--- src/rtl/wave_loader.sv ---
// wave_loader: frames a byte stream (HEADER + 2**AW data bytes) into
// sequential RAM writes, with an idle-gap timeout while loading.
// Optional feature macro: WAVE_LOADER_CHKSUM_EN adds a trailing checksum
// byte (sum of data bytes mod 2**DW) checked in a CHK state.
module wave_loader #(
  parameter int             AW      = 8,
  parameter int             DW      = 8,
  parameter logic [DW-1:0]  HEADER  = 8'hA5,
  parameter int             TIMEOUT = 1_000_000
) (
  input  logic          s_clk,
  input  logic          s_rst_n,
  input  logic [DW-1:0] rx_data,
  input  logic          rx_vld,
  output logic [DW-1:0] wr_data,
  output logic [AW-1:0] wr_addr,
  output logic          wr_en,
  output logic          load_busy,
  output logic          load_done,
  output logic          load_err
);

`ifdef WAVE_LOADER_CHKSUM_EN
  typedef enum logic [1:0] {IDLE, LOAD, CHK} state_t;
`else
  typedef enum logic {IDLE, LOAD} state_t;
`endif

  localparam int            TW    = (TIMEOUT > 2) ? $clog2(TIMEOUT) : 1;
  // Counter reaching TIMEOUT-1 fires: compare against the pre-increment value.
  localparam logic [TW-1:0] TLAST = TW'(TIMEOUT - 2);
  localparam logic [AW-1:0] ILAST = '1;

  state_t        state, state_d;
  logic [AW-1:0] idx, idx_d;
  logic [TW-1:0] cnt, cnt_d;
  logic [DW-1:0] wr_data_d;
  logic [AW-1:0] wr_addr_d;
  logic          wr_en_d, busy_d, done_d, err_d;
`ifdef WAVE_LOADER_CHKSUM_EN
  logic [DW-1:0] acc, acc_d;
`endif

  // State register
  always_ff @(posedge s_clk or negedge s_rst_n) begin
    if (!s_rst_n) state <= IDLE;
    else          state <= state_d;
  end

  // Next-state, datapath and registered-output next values
  always_comb begin
    state_d   = state;
    idx_d     = idx;
    cnt_d     = cnt;
    wr_en_d   = 1'b0;
    wr_data_d = wr_data;
    wr_addr_d = wr_addr;
    done_d    = 1'b0;
    err_d     = 1'b0;
`ifdef WAVE_LOADER_CHKSUM_EN
    acc_d     = acc;
`endif
    case (state)
      IDLE: begin
        if (rx_vld && (rx_data == HEADER)) begin
          state_d = LOAD;
          idx_d   = '0;
          cnt_d   = '0;
`ifdef WAVE_LOADER_CHKSUM_EN
          acc_d   = '0;
`endif
        end
      end
      LOAD: begin
        if (rx_vld) begin
          cnt_d     = '0;
          wr_en_d   = 1'b1;
          wr_data_d = rx_data;
          wr_addr_d = idx;
          idx_d     = idx + 1'b1;
`ifdef WAVE_LOADER_CHKSUM_EN
          acc_d     = acc + rx_data;
          if (idx == ILAST) state_d = CHK;
`else
          if (idx == ILAST) begin
            state_d = IDLE;
            done_d  = 1'b1;
          end
`endif
        end else if (cnt == TLAST) begin
          state_d = IDLE;
          err_d   = 1'b1;
        end else begin
          cnt_d = cnt + 1'b1;
        end
      end
`ifdef WAVE_LOADER_CHKSUM_EN
      CHK: begin
        if (rx_vld) begin
          state_d = IDLE;
          if (rx_data == acc) done_d = 1'b1;
          else                err_d  = 1'b1;
        end else if (cnt == TLAST) begin
          state_d = IDLE;
          err_d   = 1'b1;
        end else begin
          cnt_d = cnt + 1'b1;
        end
      end
`endif
      default: state_d = IDLE;
    endcase
    busy_d = (state_d != IDLE);
  end

  // Datapath and output registers
  always_ff @(posedge s_clk or negedge s_rst_n) begin
    if (!s_rst_n) begin
      idx       <= '0;
      cnt       <= '0;
      wr_en     <= 1'b0;
      wr_data   <= '0;
      wr_addr   <= '0;
      load_busy <= 1'b0;
      load_done <= 1'b0;
      load_err  <= 1'b0;
`ifdef WAVE_LOADER_CHKSUM_EN
      acc       <= '0;
`endif
    end else begin
      idx       <= idx_d;
      cnt       <= cnt_d;
      wr_en     <= wr_en_d;
      wr_data   <= wr_data_d;
      wr_addr   <= wr_addr_d;
      load_busy <= busy_d;
      load_done <= done_d;
      load_err  <= err_d;
`ifdef WAVE_LOADER_CHKSUM_EN
      acc       <= acc_d;
`endif
    end
  end

endmodule

--- config.mk ---
export PLATFORM = sky130hd
export DESIGN_NAME = wave_loader
export DESIGN_NICKNAME = d
export VERILOG_FILES = /design/src/rtl/wave_loader.sv
export SDC_FILE = /design/constraint.sdc
export NUM_CORES = 1
export LEC_CHECK = 0
export CORE_MARGIN = 5
export CORE_UTILIZATION = 55
export DETAILED_ROUTE_END_ITERATION = 6
export GPL_TIMING_DRIVEN = 1
export PLACE_DENSITY = 0.79
export SKIP_LAST_GASP = 1
export SYNTH_ARGS = -nofsm -noshare
export SYNTH_HDL_FRONTEND = slang
export SYNTH_SLANG_ARGS = --single-unit
--- constraint.sdc ---
create_clock -name s_clk -period 2.1 [get_ports s_clk]
set_input_delay 0.63 -clock s_clk [delete_from_list [all_inputs] [get_ports s_clk]]
set_output_delay 0.63 -clock s_clk [all_outputs]
set_load 0.03 [all_outputs]
Word-level counts from Yosys, hierarchy flattened
Index checks and enable logic that the tools add are counted.
Cells by class
  equality and inequality tests: 6
  bitwise gates (word level): 1
  add/sub/neg operators: 2
  reduce and logical (&&, ||, !) cells: 4
  multiplexer cells: 20
Operator list (number)
  20-bit 2-to-1 mux: 3
  20-bit case mux with 2 select lines: 1
  20-bit by 1-bit adder with 20-bit output, second input constant: 1
  20-bit == test, second input constant: 1
  8-bit == test, second input constant: 2
  8-bit 2-to-1 mux: 2
  8-bit case mux with 2 select lines: 1
  1-bit 2-to-1 mux: 12
  8-bit by 1-bit adder with 8-bit output, second input constant: 1
  2-bit AND reduction: 3
  2-bit inequality test, second input constant: 2
  3-bit inequality test, second input constant: 1
  1-bit case mux with 2 select lines: 1
  1-bit logical AND: 1
  1-bit NOT: 1
Word-level totals
  input bits: 11
  register bits after elaboration: 48

Longest topological paths before layout
  depth in word-level cells: 4
  depth in mapped cells: 8

Worst setup path after synthesis
No wires, ideal clock.
  path type: input to register
  from: input port rx_vld
  to: register cnt[4]
  arrival time: 1814 ps
  cell stages on the path: 7
  required time: 2020 ps
  path slack: 206 ps
  cells stage by stage: buf_6 and4bb_1 nand4_4 a211oi_4 buf_6 a21oi_2 mux2i_4
On the way
  longest elaborated chain between the ends: 3
  elaborated cells between the ends (all ways): 6
Ends and longest elaborated chain
  start, declared: line 14  | input logic rx_vld,
  1-bit logical AND: line 65  | if (rx_vld && (rx_data == HEADER)) begin
  2-bit inequality test (no line)
  2-bit AND reduction (no line)
  end signal, assigned: line 132  | cnt <= cnt_d;
  end, declared: line 36  | logic [TW-1:0] cnt, cnt_d;
Several ways; a longest one is shown, not always the timed one.
A chain may end at the register's enable or synchronous reset.

Worst setup path after layout
  from: input port rx_vld
  to: register cnt[8]
The elaborated chain is that of the path after synthesis.

==> results.json <==
{
  "rr_endpoint": "cnt[8]$_DFFE_PN0P_",
  "finalPower_uw": 2390,
  "switchingPower_uw": 716,
  "hold_buffers": 0,
  "avgSynthCellArea_um2": 10.6,
  "synth_most_common_cell": "dfrtp_1",
  "synthFlopType": "dfrtp_1",
  "ys_seq_elements": 48,
  "dp_hpwl_mm": 3.73,
  "r2r_setup_slack_ps": 90,
  "place_area_um2": 2930,
  "worst_pin_slew_ps": 540,
  "postSynth.asyncResetShare": 1.00,
  "synth.distinct_cells": 46,
  "hold_path.class": "in -> async",
  "crit_path_cell_trace": "clkdlybuf4s50_1 > and4bb_1 > nand4_4 > a211oi_4 > o21ai_1 > o21ai_1",
  "relSlewSlack": 0.639,
  "max_freq_ghz": 0.490,
  "cts_max_path_buffers": 2,
  "syn-num-nets": 245,
  "ir_drop_uv": 708,
  "powerDensity_nw_per_um2": 758,
  "tritoncts": "built",
  "grt_pass1_wl_mm": 9.43,
  "synthCells": 231,
  "start_kind": "input pin",
  "timing_hold_violations_final": 0,
  "fin_area_um2": 3150,
  "clock_skew_ps": 4.65,
  "antenna_cells": 0,
  "antenna_found_initial": 0,
  "cp_top_family": "compound AO/OA/AOI/OAI gates",
  "core_um2": 4320,
  "ys_top_cells_by_count": "dfrtp_1 (48), nor2_1 (21), nand2_1 (18)",
  "drv_cap": 0,
  "fin_crit_sh": 0.972,
  "yosysTopAreaCell": "dfrtp_1",
  "netlist_top_cells_area": "dfrtp_1 (49%), mux2_2 (7.4%), o21ai_1 (3.3%)",
  "power.share.combinational": 0.265,
  "yosys_warnings": 0,
  "arrival_ps": 2270,
  "cts.sinks": 48,
  "die_h_um": 76.8,
  "drt-initial-drc-count": 173,
  "grt_max_degree": 49,
  "io_buffers": 30,
  "run_status": "finished, final reports clean",
  "r2r_start": "cnt[12]$_DFFE_PN0P_",
  "seq_power_share": 0.460,
  "first_pass_iters": 5,
  "root_buffer": "clkbuf_8",
  "clk_latency_ps": 300,
  "nNetsFinal": 298,
  "syn_area_um2": 2450,
  "intPower_uw": 1670,
  "rows": 24,
  "worstPathRequired_ps": 2330,
  "crit_type": "in -> reg",
  "vias": 2035,
  "swShare": 0.300,
  "clk_pin_slew_ps": 80,
  "h-tree-depth": 2,
  "slowest_delay_ps": 530,
  "track_usage": 0.196,
  "pre_cts_ws_ps": -545,
  "drc": 0,
  "reg2regPathDepth": 6,
  "ant_nets": 0,
  "end_kind": "flip-flop",
  "setup_viol": 0,
  "die_area_um2": 5890,
  "grt_overflow": 0,
  "wl_mm": 5.54,
  "rsz0062_at_grt": "true",
  "cp_max_fo": 10,
  "worst_path_most_repeated_cell": "o21ai_1",
  "routed_via_density": 6.04,
  "cp.buffers_inverters": 1,
  "start_util": 0.567,
  "slowest_stage": "a211oi_4",
  "fin_ws_ps": 58.1,
  "pwr-share-clk": 0.275,
  "p_leak_uw": 0.00146,
  "numCtsBuffers": 5,
  "hold_ws_ps": 289,
  "final_util": 0.729,
  "gp_congestion": 0.843,
  "drive_above_1_share": 0.242,
  "min_period_ps": 2040,
  "die_w_um": 76.8,
  "slew_violations": 0,
  "wl_per_cell_um": 16.4,
  "grt_pass1_vias": 1955,
  "ys_seq_area_frac": 0.490,
  "area_growth_pct": 28.6,
  "synth_edf_count": 0,
  "synth_top_area_share": 0.490,
  "boundaryPins": 31
}
## how the worst max path moves through the flow
stage / depth (start not counted) / end / slack, ps / start
after floorplan: 7 / cnt[4]$_DFFE_PN0P_ / 210 / rx_vld
after global placement: 6 / cnt[7]$_DFFE_PN0P_ / -490 / rx_vld
after detailed placement: 6 / cnt[9]$_DFFE_PN0P_ / -540 / rx_vld
after CTS: 6 / cnt[9]$_DFFE_PN0P_ / -20 / rx_vld
after global routing: 6 / cnt[15]$_DFFE_PN0P_ / -9 / rx_vld
final: 6 / cnt[8]$_DFFE_PN0P_ / 60 / rx_vld
## layout make-up
| cell class | count | area, µm² |
|---|---|---|
| Sequential cell | 48 | 1200 |
| Fill cell | 316 | 1170 |
| Tap cell | 52 | 65.1 |
| Inverter | 6 | 25.0 |
| Clock buffer | 6 | 72.6 |
| Multi-Input combinational cell | 167 | 1210 |
| Timing Repair Buffer | 56 | 548 |
| Clock inverter | 2 | 35.0 |
## cells by family after synthesis
kind of cell / count (synthesis) / share of synthesized area
flops: 48 / 0.490
simple gates: 84 / 0.206
buf+inv: 17 / 0.0408
compound gates: 59 / 0.153
fa+ha+maj: 3 / 0.0153
mux: 20 / 0.0949
## sequential cells by signal (all words and copies together), names as in the netlist
name / count
load_busy: 1
load_err: 1
wr_en: 1
wr_data: 8
idx: 8
load_done: 1
wr_addr: 8
cnt: 20
## metrics by stage
stage | setup TNS (ps) | cells
after floorplan | 0 | 231
after CTS | -15.9 | 333
after global routing | -18.6 | 337
final | 0 | 337
after detailed placement | -11390 | 324
after global placement | -10590 | 324
## power by group through the flow
stage | clock network, µW | logic (µW) | registers, µW
after global placement | 0 | 594 | 1110
after global routing | 712 | 682 | 1120
after floorplan | 0 | 193 | 1270
after detailed placement | 0 | 606 | 1120
after CTS | 668 | 620 | 1100
final | 656 | 634 | 1100
## placed cells by master (no fill, tap or decap), types with 2 or more instances in the layout
cell,n
dfrtp_1,48
clkdlybuf4s50_1,26
buf_4,22
nor2_1,21
nand2_1,18
mux2_2,16
o21ai_1,15
nand3_1,11
o31ai_1,10
o21ai_0,8
a21oi_1,8
nand4_1,7
a31oi_1,7
inv_1,5
and3_1,5
clkbuf_8,5
buf_12,4
mux2i_1,3
o41ai_1,3
ha_1,3
dlymetal6s2s_1,3
nor4bb_4,2
nor3_1,2
a22o_1,2
nand3_2,2
o21ai_2,2
a211oi_4,2
## worst register-to-register path, cell delays in order, from the launching register on
cell and delay [ps]:
dfrtp_1 440, nor4_1 360, buf_4 180, a31oi_1 190, a211oi_4 550, o21ai_1 140
o21ai_1 90
## repair_timing
action                                  4_1_cts  5_1_grt
endpoints found under the setup margin       22       17
gates cloned                                  1        0
resized for setup                             4        7
setup buffers                                 0        4
pin swaps                                     1        5
## metal layers
layer  GRT usage  up-vias  share of wire
li1            -      963              -
met1       0.269      975           0.44
met2       0.306       87           0.48
met3      0.0363       10          0.061
met4      0.0734        0          0.018
met5           0        -              0
No activity file was read; power rests on OpenSTA's default activity.
